===== src/rtl/timer_pkg.sv =====
// Shared definitions for the timer access scheduler: FSM encoding,
// timer data width and a counter-width helper.
package timer_pkg;

  localparam int TIMER_W = 32;

  typedef enum logic [2:0] {
    ST_IDLE     = 3'd0,
    ST_GRANT    = 3'd1,
    ST_RUN      = 3'd2,
    ST_WAIT_CAP = 3'd3,
    ST_RESP     = 3'd4,
    ST_CLEAR    = 3'd5
  } state_e;

  // Bits needed to hold 0..max_val; never less than one bit.
  function automatic int cnt_width(input int max_val);
    if (max_val < 1) begin
      return 1;
    end else begin
      return $clog2(max_val + 1);
    end
  endfunction

endpackage


===== src/rtl/rr_arbiter.sv =====
// Combinational round-robin arbiter: picks the first requester at or
// after the pointer (wrapping) and returns it one-hot plus as an index.
module rr_arbiter #(
  parameter int N_REQ = 4,
  parameter int ID_W  = $clog2(N_REQ)
) (
  input  logic [N_REQ-1:0] req_i,
  input  logic [ID_W-1:0]  ptr_i,
  output logic [N_REQ-1:0] gnt_o,
  output logic [ID_W-1:0]  idx_o,
  output logic             any_o
);

  // Scan requesters starting at the pointer; first hit wins.
  always_comb begin
    logic [ID_W-1:0] cand;
    logic            found;
    cand  = '0;
    found = 1'b0;
    gnt_o = '0;
    idx_o = '0;
    for (int off = 0; off < N_REQ; off++) begin
      cand = ID_W'((int'(ptr_i) + off) % N_REQ);
      if (!found && req_i[cand]) begin
        found       = 1'b1;
        gnt_o[cand] = 1'b1;
        idx_o       = cand;
      end else begin
        found = found;
      end
    end
    any_o = found;
  end

endmodule


===== src/rtl/timer_access_scheduler.sv =====
// Shares one timer among N_REQ requesters. Grants ownership round-robin,
// converts owner start/stop events into single-cycle timer pulses, waits
// out the capture latency, returns the count (or a timeout) over a
// valid/ready channel and finally clears the timer capture.
module timer_access_scheduler
  import timer_pkg::*;
#(
  parameter int N_REQ       = 4,
  parameter int CAPTURE_LAT = 3,
  parameter int TIMEOUT     = 65535
) (
  input  logic                     clk_in,
  input  logic                     rst_an_in,
  input  logic [N_REQ-1:0]         req_i,
  output logic [N_REQ-1:0]         gnt_o,
  input  logic [N_REQ-1:0]         start_evt_i,
  input  logic [N_REQ-1:0]         stop_evt_i,
  output logic                     timer_start_o,
  output logic                     timer_capture_o,
  output logic                     timer_rst_capture_o,
  input  logic [TIMER_W-1:0]       timer_captured_i,
  output logic                     rsp_valid_o,
  input  logic                     rsp_ready_i,
  output logic [$clog2(N_REQ)-1:0] rsp_id_o,
  output logic [TIMER_W-1:0]       rsp_data_o,
  output logic                     rsp_timeout_o,
  output logic                     busy_o
);

  localparam int ID_W  = $clog2(N_REQ);
  localparam int CNT_W = cnt_width(TIMEOUT);
  localparam int LAT_W = cnt_width(CAPTURE_LAT);
  localparam logic [CNT_W-1:0] CNT_MAX = {CNT_W{1'b1}};
  localparam logic [CNT_W-1:0] TO_VAL  = CNT_W'(TIMEOUT);
  localparam logic [LAT_W-1:0] LAT_VAL = LAT_W'(CAPTURE_LAT);
  localparam logic [ID_W-1:0]  LAST_ID = ID_W'(N_REQ - 1);
  localparam bit               TO_EN   = (TIMEOUT != 0);

  state_e               state_q, state_d;
  logic [ID_W-1:0]      ptr_q, ptr_d;
  logic [ID_W-1:0]      owner_q, owner_d;
  logic [N_REQ-1:0]     gnt_q, gnt_d;
  logic [CNT_W-1:0]     to_cnt_q, to_cnt_d;
  logic [LAT_W-1:0]     lat_q, lat_d;
  logic                 start_q, start_d;
  logic                 cap_q, cap_d;
  logic                 rstcap_q, rstcap_d;
  logic                 valid_q, valid_d;
  logic [TIMER_W-1:0]   data_q, data_d;
  logic                 to_q, to_d;
  logic                 busy_q;

  logic [N_REQ-1:0]     arb_gnt_s;
  logic [ID_W-1:0]      arb_idx_s;
  logic                 arb_any_s;
  logic [CNT_W-1:0]     to_inc_s;
  logic                 own_req_s;
  logic                 own_start_s;
  logic                 own_stop_s;

  rr_arbiter #(
    .N_REQ (N_REQ),
    .ID_W  (ID_W)
  ) u_arb (
    .req_i (req_i),
    .ptr_i (ptr_q),
    .gnt_o (arb_gnt_s),
    .idx_o (arb_idx_s),
    .any_o (arb_any_s)
  );

  // Only the current owner's lines matter; everything else is dropped.
  assign own_req_s   = req_i[owner_q];
  assign own_start_s = start_evt_i[owner_q];
  assign own_stop_s  = stop_evt_i[owner_q];

  // Saturating increment of the RUN-phase timeout counter.
  assign to_inc_s = (to_cnt_q == CNT_MAX) ? to_cnt_q : to_cnt_q + 1'b1;

  // Next-state logic; timer pulses default low so each lasts one cycle.
  always_comb begin
    state_d  = state_q;
    ptr_d    = ptr_q;
    owner_d  = owner_q;
    gnt_d    = gnt_q;
    to_cnt_d = to_cnt_q;
    lat_d    = lat_q;
    start_d  = 1'b0;
    cap_d    = 1'b0;
    rstcap_d = 1'b0;
    valid_d  = valid_q;
    data_d   = data_q;
    to_d     = to_q;
    case (state_q)
      ST_IDLE: begin
        if (arb_any_s) begin
          owner_d = arb_idx_s;
          gnt_d   = arb_gnt_s;
          state_d = ST_GRANT;
        end else begin
          state_d = ST_IDLE;
        end
      end
      ST_GRANT: begin
        // Start has priority over a same-cycle stop or a request drop.
        if (own_start_s) begin
          start_d  = 1'b1;
          to_cnt_d = '0;
          state_d  = ST_RUN;
        end else if (!own_req_s) begin
          state_d = ST_CLEAR;
        end else begin
          state_d = ST_GRANT;
        end
      end
      ST_RUN: begin
        to_cnt_d = to_inc_s;
        if (own_stop_s) begin
          cap_d   = 1'b1;
          lat_d   = '0;
          state_d = ST_WAIT_CAP;
        end else if (TO_EN && (to_inc_s == TO_VAL)) begin
          valid_d = 1'b1;
          data_d  = '0;
          to_d    = 1'b1;
          state_d = ST_RESP;
        end else begin
          state_d = ST_RUN;
        end
      end
      ST_WAIT_CAP: begin
        if (lat_q == LAT_VAL) begin
          data_d  = timer_captured_i;
          to_d    = 1'b0;
          valid_d = 1'b1;
          state_d = ST_RESP;
        end else begin
          lat_d   = lat_q + 1'b1;
          state_d = ST_WAIT_CAP;
        end
      end
      ST_RESP: begin
        if (rsp_ready_i) begin
          valid_d = 1'b0;
          state_d = ST_CLEAR;
        end else begin
          state_d = ST_RESP;
        end
      end
      ST_CLEAR: begin
        rstcap_d = 1'b1;
        gnt_d    = '0;
        ptr_d    = (owner_q == LAST_ID) ? '0 : owner_q + 1'b1;
        state_d  = ST_IDLE;
      end
      default: begin
        gnt_d   = '0;
        valid_d = 1'b0;
        state_d = ST_IDLE;
      end
    endcase
  end

  // State and output registers; reset aborts any transaction silently.
  always_ff @(posedge clk_in or negedge rst_an_in) begin
    if (!rst_an_in) begin
      state_q  <= ST_IDLE;
      ptr_q    <= '0;
      owner_q  <= '0;
      gnt_q    <= '0;
      to_cnt_q <= '0;
      lat_q    <= '0;
      start_q  <= 1'b0;
      cap_q    <= 1'b0;
      rstcap_q <= 1'b0;
      valid_q  <= 1'b0;
      data_q   <= '0;
      to_q     <= 1'b0;
      busy_q   <= 1'b0;
    end else begin
      state_q  <= state_d;
      ptr_q    <= ptr_d;
      owner_q  <= owner_d;
      gnt_q    <= gnt_d;
      to_cnt_q <= to_cnt_d;
      lat_q    <= lat_d;
      start_q  <= start_d;
      cap_q    <= cap_d;
      rstcap_q <= rstcap_d;
      valid_q  <= valid_d;
      data_q   <= data_d;
      to_q     <= to_d;
      busy_q   <= (state_d != ST_IDLE);
    end
  end

  assign gnt_o               = gnt_q;
  assign timer_start_o       = start_q;
  assign timer_capture_o     = cap_q;
  assign timer_rst_capture_o = rstcap_q;
  assign rsp_valid_o         = valid_q;
  assign rsp_id_o            = owner_q;
  assign rsp_data_o          = data_q;
  assign rsp_timeout_o       = to_q;
  assign busy_o              = busy_q;

endmodule

===== config.mk =====
export PLATFORM = sky130hd
export DESIGN_NAME = timer_access_scheduler
export DESIGN_NICKNAME = d
export VERILOG_FILES = /design/src/rtl/timer_pkg.sv /design/src/rtl/rr_arbiter.sv /design/src/rtl/timer_access_scheduler.sv
export SDC_FILE = /design/constraint.sdc
export NUM_CORES = 1
export LEC_CHECK = 0
export ABC_AREA = 1
export CORE_UTILIZATION = 50
export DETAILED_ROUTE_END_ITERATION = 7
export PLACE_DENSITY = 0.81
export SYNTH_ARGS = -nofsm -noshare
export SYNTH_HDL_FRONTEND = slang
export SYNTH_HIERARCHICAL = 1
export SYNTH_SLANG_ARGS = --single-unit

===== constraint.sdc =====
create_clock -name clk_in -period 6.3 [get_ports clk_in]
set_input_delay 1.575 -clock clk_in [delete_from_list [all_inputs] [get_ports clk_in]]
set_output_delay 1.575 -clock clk_in [all_outputs]
set_load 0.03 [all_outputs]

==> impl_metrics.py, run 1 <==
metrics = {
    "routing": {
        "vias": 3507,
        "totalWireLength_um": 9100,
        "via_per_inst": 5.12,
        "first_iter_violations": 211,
        "avgRoutedWirePerCell_um": 13.3,
        "drtPass1Iterations": 5,
        "final_antenna_net_count": 0,
        "drc_errors": 0,
    },
    "yosys": {
        "synth_area_leader_cell": "dfrtp_1",
        "synth.area.top_cells": "dfrtp_1, nand2_1, nand3_1, inv_1, o21ai_0",
        "syn_nets": 547,
        "synth.avg_cell_area_sq_um": 7.51,
        "ys_seq_area_frac": 0.454,
        "ys_types": 34,
        "netlist_instances": 492,
        "yosysWarnings": 6,
        "netlist.area_leader.share": 0.454,
        "ys_seq_elements": 67,
        "synth_area_sq_mm": 0.00369,
    },
    "sta": {
        "rsz0062_at_grt": "false",
        "hold_viol_final": 0,
        "maxSlewHeadroom": 0.375,
        "setup_ws_ns": 3.01,
        "setup-violations-final": 0,
        "fin_crit_sh": 0.522,
        "setup_tns_ns": 0,
        "fmax_mhz": 304,
        "slew_viol_final": 0,
        "skew_ns": 0.0125,
        "whs_ns": 0.472,
        "min_period_ns": 3.29,
        "tightest_slew_ns": 0.936,
    },
    "floorplanning": {
        "ios": 91,
        "num_rows": 30,
        "core_area_sq_mm": 0.00698,
        "die_width_um": 88.0,
        "fp.dieArea_sq_mm": 0.00774,
        "dieHeight_um": 88.0,
        "start_util": 0.529,
    },
    "global_route": {
        "grt_antenna_before_repair": 0,
        "grt_pass1_vias": 3432,
        "grt_overflow": 0,
        "grt_util_all_layers": 0.258,
        "grt_pass1_wl_um": 15400,
        "grt_start_max_net_pins": 68,
    },
    "min_path": {
        "min_path_cells": 2,
        "worstHoldStart": "rsp_data_o[3]",
        "hold_class": "reg -> reg",
    },
    "worst_setup_path": {
        "worstRegToRegCells": 14,
        "reg2reg_from": "to_cnt_q[1]",
        "crit_path_start_kind": "primary input",
        "setup.worst_path.class": "in -> reg",
        "cp-end-kind": "register",
        "crit_chain": "clkdlybuf4s50_1 -> inv_1 -> nand2_2 -> nand3_2 -> nand2_4 -> nor2_4 -> nand4_1 -> nand3_1 -> o21ai_0 -> o22ai_1",
        "path_max_fanout": 13,
        "slowest_delay_ns": 0.47,
        "critPathLaunch": "req_i[0]",
        "worstPathRequired_ns": 6.55,
        "arrival_ns": 3.54,
        "cp_slowest_cell": "clkdlybuf4s50_1",
    },
    "placement": {
        "place_ws_ns": 2.68,
        "hpwlAfterDp_um": 6550,
        "routabilityCongestion": 0.906,
        "placed_area_sq_mm": 0.00464,
        "port_buffers": 90,
    },
    "clock_tree": {
        "clk_path_buf_depth": 2,
        "post_cts_buffers": 0,
        "post_cts_resized": 0,
        "holdBufCountCts": 0,
        "cts_tree": "built",
        "htree_num_levels": 3,
        "cts.sinks": 67,
        "ctsRootBufferMaster": "clkbuf_8",
        "clk_latency_ns": 0.34,
        "numCtsBuffers": 9,
        "clk_transition_reported_paths_ns": 0.07,
    },
    "pwr": {
        "power.net_switching_mw": 1.15,
        "cellLeakagePower_nw": 2.31,
        "pwr-share-clk": 0.136,
        "p_per_area_mw_per_mm2": 490,
        "internal_power_mw": 1.21,
        "max-vdd-ir-drop_v": 0.000263,
        "power.share.switching": 0.487,
        "power_mw": 2.36,
        "p_comb_frac": 0.550,
        "p_seq_frac": 0.314,
    },
    "flow_run": {
        "max_cap_viol_count": 0,
    },
    "finish": {
        "fin_area_sq_mm": 0.00482,
        "layout_commonest_cell": "nand2_1",
        "syn_to_final_growth_pct": 30.5,
        "final_nets": 639,
        "final_cell_mix": "nand2_1, clkdlybuf4s50_1, dfrtp_1",
        "layout-drive-gt1-share": 0.0815,
        "num_antenna_cells": 0,
    },
    "outcome": {
        "status": "completed",
    },
}
final timing paths:
path,end,slack [ns]
worst max-delay path,gnt_o[3],3.01
worst min-delay path,rsp_data_o[3],0.47
worst min register to register,rsp_data_o[3],0.47
max in group asynchronous,gnt_o[1],4.34
worst max register to register,rsp_data_o[29],3.66
min in group asynchronous,to_cnt_q[8],1.40
final cells by class:
class	count	area, sq um
sequential	67	1680
timing repair buffer	91	903
clock buffer	10	138
multi-input combinational	368	1770
fill	591	2160
clock inverter	6	40.0
inverter	47	176
tap	96	120
critical path, delay by kind of cell:
family	cells	cell delay [ns]
and+or+nand+nor	6	0.96
AOI/OAI and AO/OA	2	0.44
buffers and inverters	2	0.57
synth_stat cells:
cell type    n
o22a_1       1
clkbuf_1     4
o2111ai_1    1
dfrtp_1     67
nand3b_1     1
o31ai_1      1
o21ai_1      1
buf_1        1
inv_2        4
nand3_4      2
o22ai_1      7
mux2_2       1
o21ai_0     24
a21boi_0     4
a22o_1       1
clkinv_1     1
nor2_4       4
nand2_1    198
nor3_1       1
nand2_4      1
nand4_1     12
xor2_1       1
nand2_2     10
a21oi_1     15
nor2_1      31
a31o_2       1
nand3_1     34
o211ai_1     1
nor2_2       4
inv_1       42
ha_1         8
nand3_2      2
buf_6        5
or2_2        1
power by group through the flow:
stage	clock [mW]	combinational, mW	sequential [mW]
floorplan	0	0.673	0.946
global placement	0	1.28	0.736
detailed placement	0	1.29	0.741
CTS	0.331	1.30	0.739
global route	0.348	1.43	0.762
finish	0.322	1.30	0.741
registers in the layout, indices dropped and copies added, names as in the netlist:
| name | count |
|---|---|
| busy_o | 1 |
| gnt_o | 4 |
| lat_q | 2 |
| ptr_q | 2 |
| rsp_data_o | 32 |
| rsp_id_o | 2 |
| rsp_timeout_o | 1 |
| rsp_valid_o | 1 |
| state_q | 3 |
| timer_capture_o | 1 |
| timer_rst_capture_o | 1 |
| timer_start_o | 1 |
| to_cnt_q | 16 |
layer usage:
layer / GRT usage / wire [um] / vias to the layer above
li1: - / - / 1763
met4: 0.0909 / 87 / 0
met5: 0 / 0 / -
met2: 0.395 / 4080 / 140
met3: 0.0735 / 758 / 7
met1: 0.350 / 4180 / 1597
kinds of logic after synthesis:
kind of cell               count (synthesis)  share of synthesized area
DFF                                       67                      0.454
adders and majority gates                  8                     0.0271
xor gates and xnor gates                   1                    0.00237
AOI/OAI and AO/OA                         57                     0.0877
buffers and inverters                     57                     0.0681
and+or+nand+nor                          301                      0.358
muxes                                      1                    0.00305
through the flow:
stage	utilization	cells
after floorplan	-	492
after global placement	0.665	669
after detailed placement	0.665	669
after CTS	0.691	685
after global routing	0.691	685
final	0.691	685
Power figures use the tool's default switching activity.
==> run 2: changes to the inputs <==
--- a/config.mk
+++ b/config.mk
@@ -6,9 +6,9 @@
 export NUM_CORES = 1
 export LEC_CHECK = 0
 export ABC_AREA = 1
-export CORE_UTILIZATION = 50
+export CORE_UTILIZATION = 45
 export DETAILED_ROUTE_END_ITERATION = 7
-export PLACE_DENSITY = 0.81
+export PLACE_DENSITY = 0.77
 export SYNTH_ARGS = -nofsm -noshare
 export SYNTH_HDL_FRONTEND = slang
 export SYNTH_HIERARCHICAL = 1
==> constraint.sdc (replaced) <==
create_clock -name clk_in -period 2.9 [get_ports clk_in]
set_input_delay 0.725 -clock clk_in [delete_from_list [all_inputs] [get_ports clk_in]]
set_output_delay 0.725 -clock clk_in [all_outputs]
set_load 0.03 [all_outputs]
==> run 2 against run 1 <==
Net effect:
- register-to-register slack got worse by 3.3 ns
- sequential power rose by 120%
- non-clock buffer count rose by 6
- power rose by 130%
==> impl_metrics.py, run 2 (same netlist as run 1, synthesis figures left out) <==
metrics = {
    "finish": {
        "fin_util": 0.629,
        "largest_reg_flops": 32,
        "num_antenna_cells": 0,
        "multiInputGateArea_sq_mm": 0.00177,
        "n_fill_cell": 687,
        "instances_no_fill": 696,
        "layout-drive-gt1-share": 0.0892,
        "syn_to_final_growth_pct": 33.6,
        "final_nets": 645,
        "layout_commonest_cell": "nand2_1",
        "seqCellArea_sq_mm": 0.00168,
        "fin_area_sq_mm": 0.00493,
        "final_cell_mix": "nand2_1, clkdlybuf4s50_1, dfrtp_1",
    },
    "clock_tree": {
        "numCtsBuffers": 9,
        "ctsRootBufferMaster": "clkbuf_8",
        "holdBufCountCts": 0,
        "htree_num_levels": 3,
        "clk_latency_ns": 0.34,
        "clk_path_buf_depth": 2,
        "cts.sinks": 67,
        "clk_transition_reported_paths_ns": 0.08,
        "post_cts_buffers": 0,
        "cts_tree": "built",
        "post_cts_resized": 0,
    },
    "sta": {
        "setup_tns_ns": 0,
        "slew_viol_final": 0,
        "whs_ns": 0.331,
        "maxSlewHeadroom": 0.682,
        "skew_ns": 0.00866,
        "fmax_mhz": 391,
        "setup_ws_ns": 0.343,
        "setup-violations-final": 0,
        "rsz0062_at_grt": "false",
        "min_period_ns": 2.56,
        "tightest_slew_ns": 0.476,
        "fin_crit_sh": 0.882,
        "hold_viol_final": 0,
    },
    "min_path": {
        "hold_class": "in -> async",
    },
    "global_route": {
        "grt_pass1_vias": 3170,
        "grt_start_max_net_pins": 35,
        "grt_util_all_layers": 0.221,
        "grt_overflow": 0,
        "grt_antenna_before_repair": 0,
        "grt_pass1_wl_um": 14900,
    },
    "floorplanning": {
        "start_util": 0.471,
        "num_rows": 32,
        "fp.dieArea_sq_mm": 0.00858,
        "die_width_um": 92.6,
        "ios": 91,
        "dieHeight_um": 92.6,
        "core_area_sq_mm": 0.00785,
    },
    "pwr": {
        "p_per_area_mw_per_mm2": 1090,
        "cellLeakagePower_nw": 2.36,
        "max-vdd-ir-drop_v": 0.000570,
        "power_mw": 5.39,
    },
    "routing": {
        "drtPass1Iterations": 5,
        "avgRoutedWirePerCell_um": 12.8,
        "final_antenna_net_count": 0,
        "drc_errors": 0,
        "totalWireLength_um": 8920,
        "vias": 3525,
        "first_iter_violations": 175,
        "via_per_inst": 5.06,
    },
    "worst_setup_path": {
        "cp-end-kind": "register",
        "r2r-end": "rsp_data_o[3]",
        "path_max_fanout": 34,
        "worstRegToRegCells": 14,
        "reg2reg_slack_ns": 0.34,
        "crit_path_start_kind": "register",
        "arrival_ns": 2.78,
        "slowest_delay_ns": 0.40,
        "crit_top_cell": "nand2_1",
        "setup.worst_path.class": "reg -> reg",
        "worstPathRequired_ns": 3.13,
        "cp_slowest_cell": "dfrtp_1",
        "crit_chain": "ha_1 -> nand2_1 -> nor2_2 -> nand2_2 -> inv_2 -> nand3_2 -> nand2_1 -> nand2_1 -> nor2_1 -> nand3_1 -> nand2_2 -> nand3_4 -> nand2_1 -> nand2_1",
        "reg2reg_from": "to_cnt_q[1]",
    },
    "placement": {
        "placed_area_sq_mm": 0.00470,
        "port_buffers": 90,
        "routabilityCongestion": 0.891,
        "place_inst": 681,
        "hpwlAfterDp_um": 6700,
        "place_ws_ns": 0.333,
    },
    "flow_run": {
        "max_cap_viol_count": 0,
    },
    "outcome": {
        "status": "completed",
    },
}
==> run 2: per-layer routing <==
metal  track usage  wire [um]  vias to the layer above
met5             0          0                        -
met4        0.0833        131                        0
met3        0.0575        765                       12
met2         0.330       3890                      137
met1         0.308       4130                     1603
li1              -          -                     1773
==> run 2: worst max-delay path by stage <==
stage	startpoint	to	slack, ns	cells after the start
floorplan	ptr_q[0]	busy_o	0.75	12
global placement	stop_evt_i[3]	rsp_data_o[0]	0.38	9
detailed placement	stop_evt_i[2]	rsp_data_o[3]	0.33	9
CTS	to_cnt_q[0]	rsp_data_o[3]	0.41	14
global route	to_cnt_q[1]	rsp_data_o[18]	0.05	14
finish	to_cnt_q[1]	rsp_data_o[3]	0.34	14
==> run 2: power breakdown <==
part	leakage [nW]	switching, mW	internal, mW
Combinational	1.35	1.80	1.04
Sequential	0.899	0.298	1.30
Clock	0.115	0.373	0.569
Total	2.36	2.47	2.91
==> run 2: worst max-delay path: cells and delay by family (launching register included) <==
kind          cells  cell delay [ns]
fa+ha+maj         1             0.21
flops             1             0.40
buf+inv           1             0.08
simple gates     12             1.72
==> run 2: area by class of cell <==
class / count / share of cell area
Sequential cell: 67 / 0.340
Timing Repair Buffer: 97 / 0.192
Inverter: 47 / 0.0358
Clock inverter: 6 / 0.0233
Multi-Input combinational cell: 368 / 0.358
Clock buffer: 9 / 0.0251
Tap cell: 102 / 0.0259
